**config.mk**
```make
export PLATFORM = sky130hd
export DESIGN_NAME = crossing_sequencer
export DESIGN_NICKNAME = d
export VERILOG_FILES = /design/src/rtl/crossing_pkg.sv /design/src/rtl/crossing_timer.sv /design/src/rtl/crossing_sequencer.sv
export SDC_FILE = /design/constraint.sdc
export NUM_CORES = 1
export LEC_CHECK = 0
export CAP_MARGIN = 20
export CORE_ASPECT_RATIO = 0.5
export CORE_MARGIN = 3
export CORE_UTILIZATION = 56
export DETAILED_ROUTE_END_ITERATION = 8
export PLACE_DENSITY = 0.79
export SLEW_MARGIN = 15
export SYNTH_ARGS = -nofsm -noshare
export SYNTH_HDL_FRONTEND = slang
export SYNTH_HIERARCHICAL = 1
export SYNTH_SLANG_ARGS = --single-unit
```
**constraint.sdc**
```tcl
create_clock -name clk -period 3.3 [get_ports clk]
set_clock_uncertainty 0.1 [all_clocks]
set_input_delay 0.33 -clock clk [delete_from_list [all_inputs] [get_ports clk]]
set_output_delay 0.33 -clock clk [all_outputs]
set_load 0.01 [all_outputs]
```
**src/rtl/crossing_pkg.sv**
```systemverilog
// Shared constants for the level-crossing sequencer: state codes, default
// phase lengths, the registered lamp/barrier output bundle and its decode.
package crossing_pkg;

  // State codes as seen on present_state
  localparam logic [3:0] ST_IDLE   = 4'b0000;
  localparam logic [3:0] ST_BLINK  = 4'b0011;
  localparam logic [3:0] ST_AMBER  = 4'b0100;
  localparam logic [3:0] ST_LOWER  = 4'b0110;
  localparam logic [3:0] ST_CLOSED = 4'b0111;
  localparam logic [3:0] ST_RAISE  = 4'b1010;
  localparam logic [3:0] ST_CLEAR  = 4'b1011;
  localparam logic [3:0] ST_FAULT  = 4'b1111;

  // Default phase lengths in clock cycles
  localparam logic [15:0] T_BLINK_DEF = 16'd50;
  localparam logic [15:0] T_AMBER_DEF = 16'd100;
  localparam logic [15:0] T_CLEAR_DEF = 16'd20;
  localparam logic [15:0] T_WDOG_DEF  = 16'd5000;

  // Output bundle; al is active-low (0 = alarm sounding)
  typedef struct packed {
    logic y;
    logic v;
    logic r;
    logic a;
    logic vint;
    logic al;
    logic b1;
    logic b2;
  } lamps_t;

  // A phase of N cycles loads N-1 so the zero cycle is the last one;
  // a length of 0 degenerates to a single cycle.
  function automatic logic [15:0] load_value(input logic [15:0] cycles);
    return (cycles == 16'd0) ? 16'd0 : cycles - 16'd1;
  endfunction

  // States covered by the watchdog (barriers commanded or in motion)
  function automatic logic is_watched(input logic [3:0] st);
    return (st == ST_LOWER) || (st == ST_CLOSED) || (st == ST_RAISE);
  endfunction

  // Lamp/barrier pattern for each state; unknown codes show the idle pattern
  function automatic lamps_t decode_lamps(input logic [3:0] st);
    lamps_t o;
    o = '{y: 1'b0, v: 1'b1, r: 1'b0, a: 1'b0, vint: 1'b0, al: 1'b1, b1: 1'b0, b2: 1'b0};
    case (st)
      ST_BLINK:  o = '{y: 1'b0, v: 1'b0, r: 1'b0, a: 1'b0, vint: 1'b1, al: 1'b1, b1: 1'b0, b2: 1'b0};
      ST_AMBER:  o = '{y: 1'b0, v: 1'b0, r: 1'b0, a: 1'b1, vint: 1'b0, al: 1'b0, b1: 1'b0, b2: 1'b0};
      ST_LOWER:  o = '{y: 1'b0, v: 1'b0, r: 1'b0, a: 1'b1, vint: 1'b0, al: 1'b0, b1: 1'b1, b2: 1'b1};
      ST_CLOSED: o = '{y: 1'b0, v: 1'b0, r: 1'b1, a: 1'b0, vint: 1'b0, al: 1'b0, b1: 1'b1, b2: 1'b1};
      ST_RAISE:  o = '{y: 1'b1, v: 1'b0, r: 1'b1, a: 1'b0, vint: 1'b0, al: 1'b1, b1: 1'b0, b2: 1'b0};
      ST_CLEAR:  o = '{y: 1'b1, v: 1'b1, r: 1'b0, a: 1'b0, vint: 1'b0, al: 1'b1, b1: 1'b0, b2: 1'b0};
      ST_FAULT:  o = '{y: 1'b0, v: 1'b0, r: 1'b1, a: 1'b0, vint: 1'b0, al: 1'b0, b1: 1'b1, b2: 1'b1};
      default:   o = '{y: 1'b0, v: 1'b1, r: 1'b0, a: 1'b0, vint: 1'b0, al: 1'b1, b1: 1'b0, b2: 1'b0};
    endcase
    return o;
  endfunction

endpackage

```
**src/rtl/crossing_timer.sv**
```systemverilog
// Loadable 16-bit down-counter that holds at zero and flags it.
module crossing_timer (
  input  logic        clk,
  input  logic        rst_n,
  input  logic        load_i,
  input  logic        en_i,
  input  logic [15:0] load_val_i,
  output logic        zero_o
);

  logic [15:0] count_q;

  // Load takes priority; otherwise count down and stick at zero
  always_ff @(posedge clk or negedge rst_n) begin
    if (!rst_n) begin
      count_q <= 16'd0;
    end else if (load_i) begin
      count_q <= load_val_i;
    end else if (en_i && (count_q != 16'd0)) begin
      count_q <= count_q - 16'd1;
    end
  end

  assign zero_o = (count_q == 16'd0);

endmodule

```
**src/rtl/crossing_sequencer.sv**
```systemverilog
// Level-crossing sequencer: green -> blinking -> amber -> barriers down ->
// closed -> barriers up -> clear -> green. All outputs are registered and
// change on the same edge as present_state.
// Optional watchdog: define CROSSING_WATCHDOG_EN to bound the time spent in
// LOWER/CLOSED/RAISE; on expiry the block latches FAULT until reset.
module crossing_sequencer
  import crossing_pkg::*;
#(
  parameter logic [15:0] T_BLINK = T_BLINK_DEF,
  parameter logic [15:0] T_AMBER = T_AMBER_DEF,
  parameter logic [15:0] T_CLEAR = T_CLEAR_DEF,
  parameter logic [15:0] T_WDOG  = T_WDOG_DEF
) (
  input  logic       clk,
  input  logic       rst_n,
  input  logic       arrive,
  input  logic       depart,
  input  logic       bar_down,
  input  logic       bar_up,
  output logic [3:0] present_state,
  output logic       y,
  output logic       v,
  output logic       r,
  output logic       a,
  output logic       vint,
  output logic       al,
  output logic       b1,
  output logic       b2
);

  logic [3:0]  state_q, state_d;
  lamps_t      lamps_q;
  logic        tmr_load;
  logic [15:0] tmr_val;
  logic        tmr_zero;
  logic        wdog_zero;

  // Phase timer shared by BLINK, AMBER and CLEAR
  crossing_timer u_phase_tmr (
    .clk       (clk),
    .rst_n     (rst_n),
    .load_i    (tmr_load),
    .en_i      (1'b1),
    .load_val_i(tmr_val),
    .zero_o    (tmr_zero)
  );

`ifdef CROSSING_WATCHDOG_EN
  logic wdog_load;

  // Arm the watchdog only when entering the guarded region from outside, so
  // a re-arrival from RAISE keeps the running count.
  assign wdog_load = (state_d == ST_LOWER) && !is_watched(state_q);

  crossing_timer u_wdog_tmr (
    .clk       (clk),
    .rst_n     (rst_n),
    .load_i    (wdog_load),
    .en_i      (1'b1),
    .load_val_i(load_value(T_WDOG)),
    .zero_o    (wdog_zero)
  );
`else
  logic unused_wdog;
  assign wdog_zero   = 1'b0;
  assign unused_wdog = ^T_WDOG;
`endif

  // Next-state and timer-load decisions
  always_comb begin
    state_d  = state_q;
    tmr_load = 1'b0;
    tmr_val  = 16'd0;
    case (state_q)
      ST_IDLE: begin
        if (arrive) begin
          state_d  = ST_BLINK;
          tmr_load = 1'b1;
          tmr_val  = load_value(T_BLINK);
        end
      end
      ST_BLINK: begin
        if (tmr_zero) begin
          state_d  = ST_AMBER;
          tmr_load = 1'b1;
          tmr_val  = load_value(T_AMBER);
        end
      end
      ST_AMBER: begin
        if (tmr_zero) state_d = ST_LOWER;
      end
      ST_LOWER: begin
        if (bar_down) state_d = ST_CLOSED;
      end
      ST_CLOSED: begin
        if (depart) state_d = ST_RAISE;
      end
      ST_RAISE: begin
        // A new train overrides the raise in progress
        if (arrive) begin
          state_d = ST_LOWER;
        end else if (bar_up) begin
          state_d  = ST_CLEAR;
          tmr_load = 1'b1;
          tmr_val  = load_value(T_CLEAR);
        end
      end
      ST_CLEAR: begin
        if (arrive)        state_d = ST_LOWER;
        else if (tmr_zero) state_d = ST_IDLE;
      end
`ifdef CROSSING_WATCHDOG_EN
      ST_FAULT: state_d = ST_FAULT;
`endif
      default: state_d = ST_IDLE;
    endcase
    // Watchdog expiry overrides any transition inside the guarded region
    if (is_watched(state_q) && wdog_zero) begin
      state_d  = ST_FAULT;
      tmr_load = 1'b0;
    end
  end

  // State and output registers; outputs decode the next state so they
  // update on the same edge as present_state.
  always_ff @(posedge clk or negedge rst_n) begin
    if (!rst_n) begin
      state_q <= ST_IDLE;
      lamps_q <= decode_lamps(ST_IDLE);
    end else begin
      state_q <= state_d;
      lamps_q <= decode_lamps(state_d);
    end
  end

  assign present_state = state_q;
  assign y    = lamps_q.y;
  assign v    = lamps_q.v;
  assign r    = lamps_q.r;
  assign a    = lamps_q.a;
  assign vint = lamps_q.vint;
  assign al   = lamps_q.al;
  assign b1   = lamps_q.b1;
  assign b2   = lamps_q.b2;

endmodule

```
* After elaboration in Yosys (flattened, before gate mapping) *
Cells that the tools add are included.

cells by class
  add/subtract/negate cells = 1
  eq/ne operators = 13
  mux-type cells = 23
  reductions and logical operators = 5

operators with widths
  kind                     count
  $pmux W8 S6              1
  $mux W4                  9
  $mux W16                 2
  $pmux W4 S7              1
  $eq A4 B3 Y1 const B     6
  $pmux W7 S3              1
  $eq A4 B4 Y1 const B     5
  $logic_not A16 Y1        1
  $reduce_bool A16 Y1      1
  $sub A16 B1 Y16 const B  1
  $mux W5                  2
  $eq A4 B2 Y1 const B     2
  $mux W7                  1
  $mux W6                  1
  $logic_not A4 Y1         1
  $mux W1                  4
  $pmux W1 S3              1
  $reduce_bool A2 Y1       1
  $reduce_or A2 Y1         1

word-level totals
  register bits after elaboration = 28
  input port bits = 6
  output and inout port bits = 12
  logic and storage cells = 52

* Longest topological paths before layout *
Gate-level depths: netlist of run 1.

  depth after elaboration = 7
  mapped depth = 13
  gate-level depth less buffers = 11

* Modules after synthesis *
Netlist of run 1, hierarchy kept.

by module, submodules not included
  module              times used  cells each  area an instance (um^2)
  crossing_timer      1           124         1,063.5
  crossing_sequencer  1           66          671.9

* Least setup slack after synthesis of run 1 *
OpenSTA, ideal clock, no wires.

  kind = reg-to-reg
  start point = register u_phase_tmr.count_q[0]
  end point = register u_phase_tmr.count_q[12]
  library setup time = 141 ps
  arrival = 2,667 ps
  setup slack = 392 ps
  cell stages (with the launch flop) = 14
  path buffers = 2
  period minus slack after synthesis = 2,908 ps
  cells stage by stage = dfrtp_1 > inv_1 > ha_1 > nor4b_1 > nand4_1 > inv_1 > nand3_1 > nor2b_1 > o31ai_1 > clkbuf_1 > inv_1 > clkbuf_1 > nor2_1 > a31oi_1

on the way
  cells in the longest elaborated chain, start to end = 4

ends and longest elaborated chain
  what                                                   RTL line                  RTL
  from (decl)                                            crossing_timer.sv:11      logic [15:0] count_q;
  from (signal assigned)                                 crossing_timer.sv:18      count_q <= load_val_i;
  from (signal assigned)                                 crossing_timer.sv:20      count_q <= count_q - 16'd1;
  $logic_not A16 Y1 *                                    crossing_timer.sv:24      assign zero_o = (count_q == 16'd0);
  named net tmr_zero                                     crossing_sequencer.sv:35  logic tmr_zero;
  $mux W1 *                                              crossing_sequencer.sv:83  if (tmr_zero) begin
  $pmux W1 S3 *                                          crossing_sequencer.sv:74  case (state_q)
  named net tmr_load                                     crossing_sequencer.sv:33  logic tmr_load;
  $mux W16 / $reduce_bool A2 Y1 (equally long branches)  -

The timed path passes the listed nets; every way through them passes the cells marked *. The select of a mux whose other input is x is not followed.
A chain may end at the register's enable or synchronous reset.

* Worst setup path after layout of run 1 *
  start point = register u_phase_tmr.count_q[0]
  end point = register u_phase_tmr.count_q[15]

Same word-level chain as after synthesis.

==> impl_metrics.ini, run 1 <==
[run_status]
outcome = finished, final reports clean

[critical_path]
crit_fanout = 15
crit_chain = inv_1 -> ha_1 -> nor4b_2 -> nand4_1 -> inv_1 -> nand3_1 -> nor2b_1 -> o31ai_2 -> inv_1 -> nor2_1 -> a31oi_1
start_kind = flop
end_kind = flop
slowest_delay_ns = 0.40
critPathMostFrequentCell = inv_1
critical-path-top-delay-family = simple AND/OR/NAND/NOR gates
critPathSlowestCell = dfrtp_1
crit_buf_inv = 3
required_ns = 3.34
critPathKind = flop to flop
cp_data_arrival_time_ns = 2.83

[die]
ios = 18
start_util = 0.628
rows = 13
dieArea_um2 = 3840
core-area_um2 = 2770
fp.dieH_um = 45.4
die_w_um = 84.7

[pwr]
pwr_density_cell_nw_per_um2 = 765
ir_drop_v = 0.000436
p_clk_frac = 0.127
power_frac_comb = 0.437
switchingPower_mw = 0.657
leakage_nw = 0.857
p_total_mw = 1.55
switching_share = 0.423
p_seq_frac = 0.435
internal-power_mw = 0.895

[grt]
antenna_found_initial = 0
globalRouteTotalUtil = 0.207
grt-ovfl-total = 0
grt_pass1_vias = 1403
grt_pass1_wl_um = 6200
grt_max_degree = 28

[logic_synthesis]
netlist_area_um2 = 1740
synth_most_common_cell = dfrtp_1
yosysTopAreaCell = dfrtp_1
synth-main-ff-cell = dfrtp_1
synthArstFlopShare = 1.00
ys_top_cells_by_area = dfrtp_1 36%, nor2_1 3.7%, nand2_1 3.2%
syn_area_per_cell_um2 = 9.13
yosysSeqAreaShare = 0.391
synth_edf_count = 0
yosys_warnings = 6
synth_seq_cells = 27
synthDistinctLibCells = 56
synthCells = 190
synth.top_cells.by_count = 25 x dfrtp_1, 17 x nor2_1, 15 x nand2_1, 9 x a21oi_1, 9 x inv_1
synth_top_area_share = 0.360

[hold_path]
hold_path_class = input port to async pin

[sta]
slew_headroom = 0.670
worstMarginPinSlew_ns = 0.488
final.setup.tns_ns = 0
max_clock_freq_ghz = 0.358
hold_viol_final = 0
finalCritPeriodShare = 0.846
slew_viol_final = 0
rsz0062_at_grt = false
setup_ws_ns = 0.508
period_minus_slack_ns = 2.79
setup_viol = 0

[routing]
drtIter0Drc = 99
viasPerCell = 5.90
wl_per_cell_um = 14.1
antenna_left = 0
vias = 1510
wl_um = 3610
dr.pass1.iters = 4
drc = 0

[cts]
cts_root_buffer = clkbuf_8
clk_path_buf_depth = 2
cts.sinks = 27
cts_tree = built
cts_buffers = 3
worstSkewPairLatency_ns = 0.27
clk_pin_slew_ns = 0.10
htreeDepth = 1

[placement]
dp_slack_ns = 0.334
portBuffers = 17
gp_congestion = 0.831
hpwl_um = 2650

[layout]
area_delta_synth_final_pct = 16.9
drive_gt1_frac = 0.119
diodes = 0
final_util = 0.734
layout.nets = 227

[job]
maxCapViolCount = 0
-- power groups by stage --
| stage | clock (mW) | combinational (mW) | sequential (mW) |
|---|---|---|---|
| global route | 0.216 | 0.756 | 0.701 |
| global placement | 0 | 0.657 | 0.666 |
| CTS | 0.205 | 0.679 | 0.667 |
| floorplan | 0 | 0.530 | 0.603 |
| finish | 0.198 | 0.679 | 0.675 |
| detailed placement | 0 | 0.675 | 0.671 |
-- routing by layer --
metal	vias up	routed length (µm)	GRT usage	share of wire
met5	-	0	0	0
met4	0	23	0.0694	0.0064
met3	2	163	0.0528	0.045
met2	37	1730	0.356	0.48
met1	731	1690	0.263	0.47
li1	740	-	-	-
-- layout make-up --
cell class	count	area [µm²]
well taps	37	46.3
clock buffers	3	41.3
repair buffers	21	200
clock inverters	1	8.76
multi-input cells	157	1020
fillers	215	736
flip-flops and latches	27	678
inverters	10	37.5
-- registers in the layout, summed over array words and instances, names as in the netlist --
signal               flops
b1                       1
u_phase_tmr/count_q     16
v                        1
vint                     1
r                        1
a                        1
y                        1
present_state            4
al                       1
-- stage by stage --
| step | hold slack, ns | instances | cell area, µm² |
|---|---|---|---|
| after floorplan | -0.0656 | 204 | 1790 |
| after global placement | 0.495 | 252 | 1970 |
| after detailed placement | 0.496 | 252 | 1970 |
| after CTS | 0.327 | 256 | 2020 |
| after global routing | 0.334 | 256 | 2030 |
| final | 0.316 | 256 | 2030 |
-- cells in the final DEF, fill, tap and decap left out, drive strengths merged, types with 2 or more instances in the layout --
cell	Yosys	layout
a21oi	9	9
a31oi	7	7
and2	3	3
and3b	3	3
buf	6	4
clkbuf	4	3
clkdlybuf4s50	0	17
conb	2	16
dfrtp	25	25
dfstp	2	2
inv	10	11
mux2i	2	2
nand2	15	15
nand3	4	4
nand4	3	3
nand4b	3	3
nor2	17	17
nor2b	9	9
nor3	8	8
nor3b	2	2
nor4	4	4
nor4b	3	3
o21a	2	2
o21ai	12	12
o22a	2	2
o31ai	6	6
o41ai	3	3
or3	3	3
or4	5	5
or4b	2	2
-- worst paths after layout --
path                                               startpoint                             endpoint  slack [ns]  depth (start not counted)
max                        u_phase_tmr/count_q[0]$_DFFE_PN0P_  u_phase_tmr/count_q[15]$_DFFE_PN0P_        0.51                         11
min                                                     rst_n   u_phase_tmr/count_q[1]$_DFFE_PN0P_        0.32                          2
max reg2reg                u_phase_tmr/count_q[0]$_DFFE_PN0P_  u_phase_tmr/count_q[15]$_DFFE_PN0P_        0.51                         11
min reg2reg                u_phase_tmr/count_q[9]$_DFFE_PN0P_   u_phase_tmr/count_q[9]$_DFFE_PN0P_        0.52                          2
max in group asynchronous                               rst_n                         al$_DFF_PN1_        2.48                          2
min in group clk           u_phase_tmr/count_q[9]$_DFFE_PN0P_   u_phase_tmr/count_q[9]$_DFFE_PN0P_        0.52                          2
-- logic make-up (layout without fill, tap and decap cells) --
kind of cell,Yosys count,in the layout,synth area share
compound gates,47,47,0.194
xor+xnor,1,1,0.00505
simple gates,89,89,0.321
mux,3,3,0.0180
fa+ha+maj,1,1,0.00721
buf+inv,20,35,0.0598
flops,27,27,0.391
other cells,2,16,0.00433
-- repair_timing --
| action | 4_1_cts | 5_1_grt |
|---|---|---|
| endpoints found under the setup margin | 0 | 8 |
| setup buffers | 0 | 0 |
| endpoints found under the hold margin | 0 | 0 |
| hold buffers | 0 | 0 |
| resized for setup | 0 | 1 |
Note: power is estimated with default switching activity, not from simulation.
==> run 2, diff against run 1 <==
--- a/config.mk
+++ b/config.mk
@@ -8,9 +8,9 @@
 export CAP_MARGIN = 20
 export CORE_ASPECT_RATIO = 0.5
 export CORE_MARGIN = 3
-export CORE_UTILIZATION = 56
+export CORE_UTILIZATION = 51
 export DETAILED_ROUTE_END_ITERATION = 8
-export PLACE_DENSITY = 0.79
+export PLACE_DENSITY = 0.76
 export SLEW_MARGIN = 15
 export SYNTH_ARGS = -nofsm -noshare
 export SYNTH_HDL_FRONTEND = slang
==> constraint.sdc (replaced) <==
create_clock -name clk -period 2.3 [get_ports clk]
set_clock_uncertainty 0.1 [all_clocks]
set_input_delay 0.23 -clock clk [delete_from_list [all_inputs] [get_ports clk]]
set_output_delay 0.23 -clock clk [all_outputs]
set_load 0.01 [all_outputs]
==> run 2 against run 1 <==
  * Clock power is 49% higher
  * Critical path depth is 3 lower
  * Global-route usage is 1.2 points higher
  * Sequential cell count stayed put
  * Total power is 68% higher
  * Die area is 8.8% higher
  * Cell count is 10% higher
  * Hold slack worse by 0.11 ns
  * Critical path type unchanged
  * Critical endpoint is now b1$_DFF_PN0_
==> impl_metrics.ini, run 2 (synthesized netlist as in run 1, its figures left out) <==
[routing]
vias = 1572
viasPerCell = 5.57
wl_um = 4220
antenna_left = 0
drtIter0Drc = 63
dr.pass1.iters = 4
drc = 0
wl_per_cell_um = 15.0

[hold_path]
hold_path_class = input port to async pin

[pwr]
leakage_nw = 1.01
power_frac_comb = 0.524
internal-power_mw = 1.51
p_clk_frac = 0.113
pwr_density_cell_nw_per_um2 = 1120
ir_drop_v = 0.000622
p_seq_frac = 0.363
switching_share = 0.423
p_total_mw = 2.61
switchingPower_mw = 1.10

[sta]
setup_ws_ns = 0.0566
slew_headroom = 0.659
finalCritPeriodShare = 0.975
max_clock_freq_ghz = 0.446
hold_viol_final = 0
rsz0062_at_grt = true
holdWs_ns = 0.205
slew_viol_final = 0
worstMarginPinSlew_ns = 0.511
period_minus_slack_ns = 2.24
setup_viol = 0

[critical_path]
crit_fanout = 5
required_ns = 2.40
end_kind = flop
r2r_start = u_phase_tmr/count_q[14]$_DFFE_PN0P_
start_kind = flop
crit_start = u_phase_tmr/count_q[14]$_DFFE_PN0P_
cp_data_arrival_time_ns = 2.34
critPathKind = flop to flop

[cts]
cts_root_buffer = clkbuf_8
cts_tree = built
clk_path_buf_depth = 2
hold_buffers = 0
clk_pin_slew_ns = 0.10
cts_buffers = 3
worstSkewPairLatency_ns = 0.29
htreeDepth = 1
cts.sinks = 27

[placement]
gp_congestion = 0.872
hpwl_um = 3050
dp_slack_ns = 0.0526
dp_cells = 275
portBuffers = 17

[grt]
grt_pass1_vias = 1517
grt_pass1_wl_um = 6950
grt_max_degree = 28
grt-ovfl-total = 0
antenna_found_initial = 0
globalRouteTotalUtil = 0.219

[layout]
layout.nets = 250
diodes = 0
final_util = 0.746
largest_reg_flops = 16
drive_gt1_frac = 0.269
final_cell_mix = 25 x dfrtp_1, 25 x buf_4, 17 x clkdlybuf4s50_1
area_delta_synth_final_pct = 34.0
largest-register = u_phase_tmr/count_q
stdcell_count = 282

[die]
die_w_um = 88.5
ios = 18
fp.dieH_um = 47.3
dieArea_um2 = 4180
start_util = 0.557
core-area_um2 = 3120
rows = 14

[run_status]
outcome = finished, final reports clean

[job]
maxCapViolCount = 0
## run 2: changes by cell type in the layout (fill, tap and decap cells not counted), moves of 2 or more
cell	delta
buf_12	+2
nor4_4	+2
inv_1	-4
nand2_1	-2
nand2_2	+2
o21ai_0	-2
inv_2	+3
buf_4	+21
nor2_1	-2
nor2_2	+2
## run 2: repair_timing
action | CTS | global route
setup endpoints to repair | 0 | 21
setup buffers | 0 | 3
resized for setup | 0 | 13
## run 2: metrics by stage
stage / setup TNS [ns] / area, µm²
after floorplan: -0.212 / 1870
final: 0 / 2320
after CTS: 0 / 2260
after detailed placement: 0 / 2210
after global placement: 0 / 2210
after global routing: -0.437 / 2320
## run 2: path summary, 6_finish.rpt
check                                                      end  slack, ns  cells after the start
max                                               b1$_DFF_PN0_       0.06                      8
min reg2reg                 u_phase_tmr/count_q[9]$_DFFE_PN0P_       0.54                      2
max reg2reg                                       b1$_DFF_PN0_       0.06                      8
min                        u_phase_tmr/count_q[12]$_DFFE_PN0P_       0.21                      2
max in group asynchronous                         al$_DFF_PN1_       1.58                      2
min in group clk            u_phase_tmr/count_q[9]$_DFFE_PN0P_       0.54                      2
## run 2: metal layers
metal	GRT usage	wire length [µm]	up-vias
met5	0	0	-
met4	0.0602	26	0
met3	0.0525	166	3
met2	0.383	2030	27
met1	0.280	1990	749
li1	-	-	793
## run 2: power groups by stage
stage / Sequential [mW] / Clock, mW / Combinational (mW)
6_report: 0.947 / 0.295 / 1.37
5_1_grt: 0.980 / 0.331 / 1.49
4_1_cts: 0.923 / 0.305 / 1.27
3_5_place_dp: 0.932 / 0 / 1.27
3_3_place_gp: 0.923 / 0 / 1.23
2_1_floorplan: 0.895 / 0 / 0.840
## run 2: worst max-delay path, stage by stage (launching register included)
cell and delay [ns]:
dfrtp_1 0.46, nor4_4 0.36, nand4_1 0.21, inv_2 0.11, buf_4 0.12, and3b_1 0.17, o21a_1 0.18, nand3b_4 0.19
o31ai_2 0.26
## run 2: layout make-up
cell class	instances	area (µm²)
Clock inverter	1	8.76
Inverter	10	42.5
Clock buffer	3	41.3
Tap cell	40	50.0
Timing Repair Buffer	44	398
Sequential cell	27	678
Fill cell	209	793
Multi-Input combinational cell	157	1110
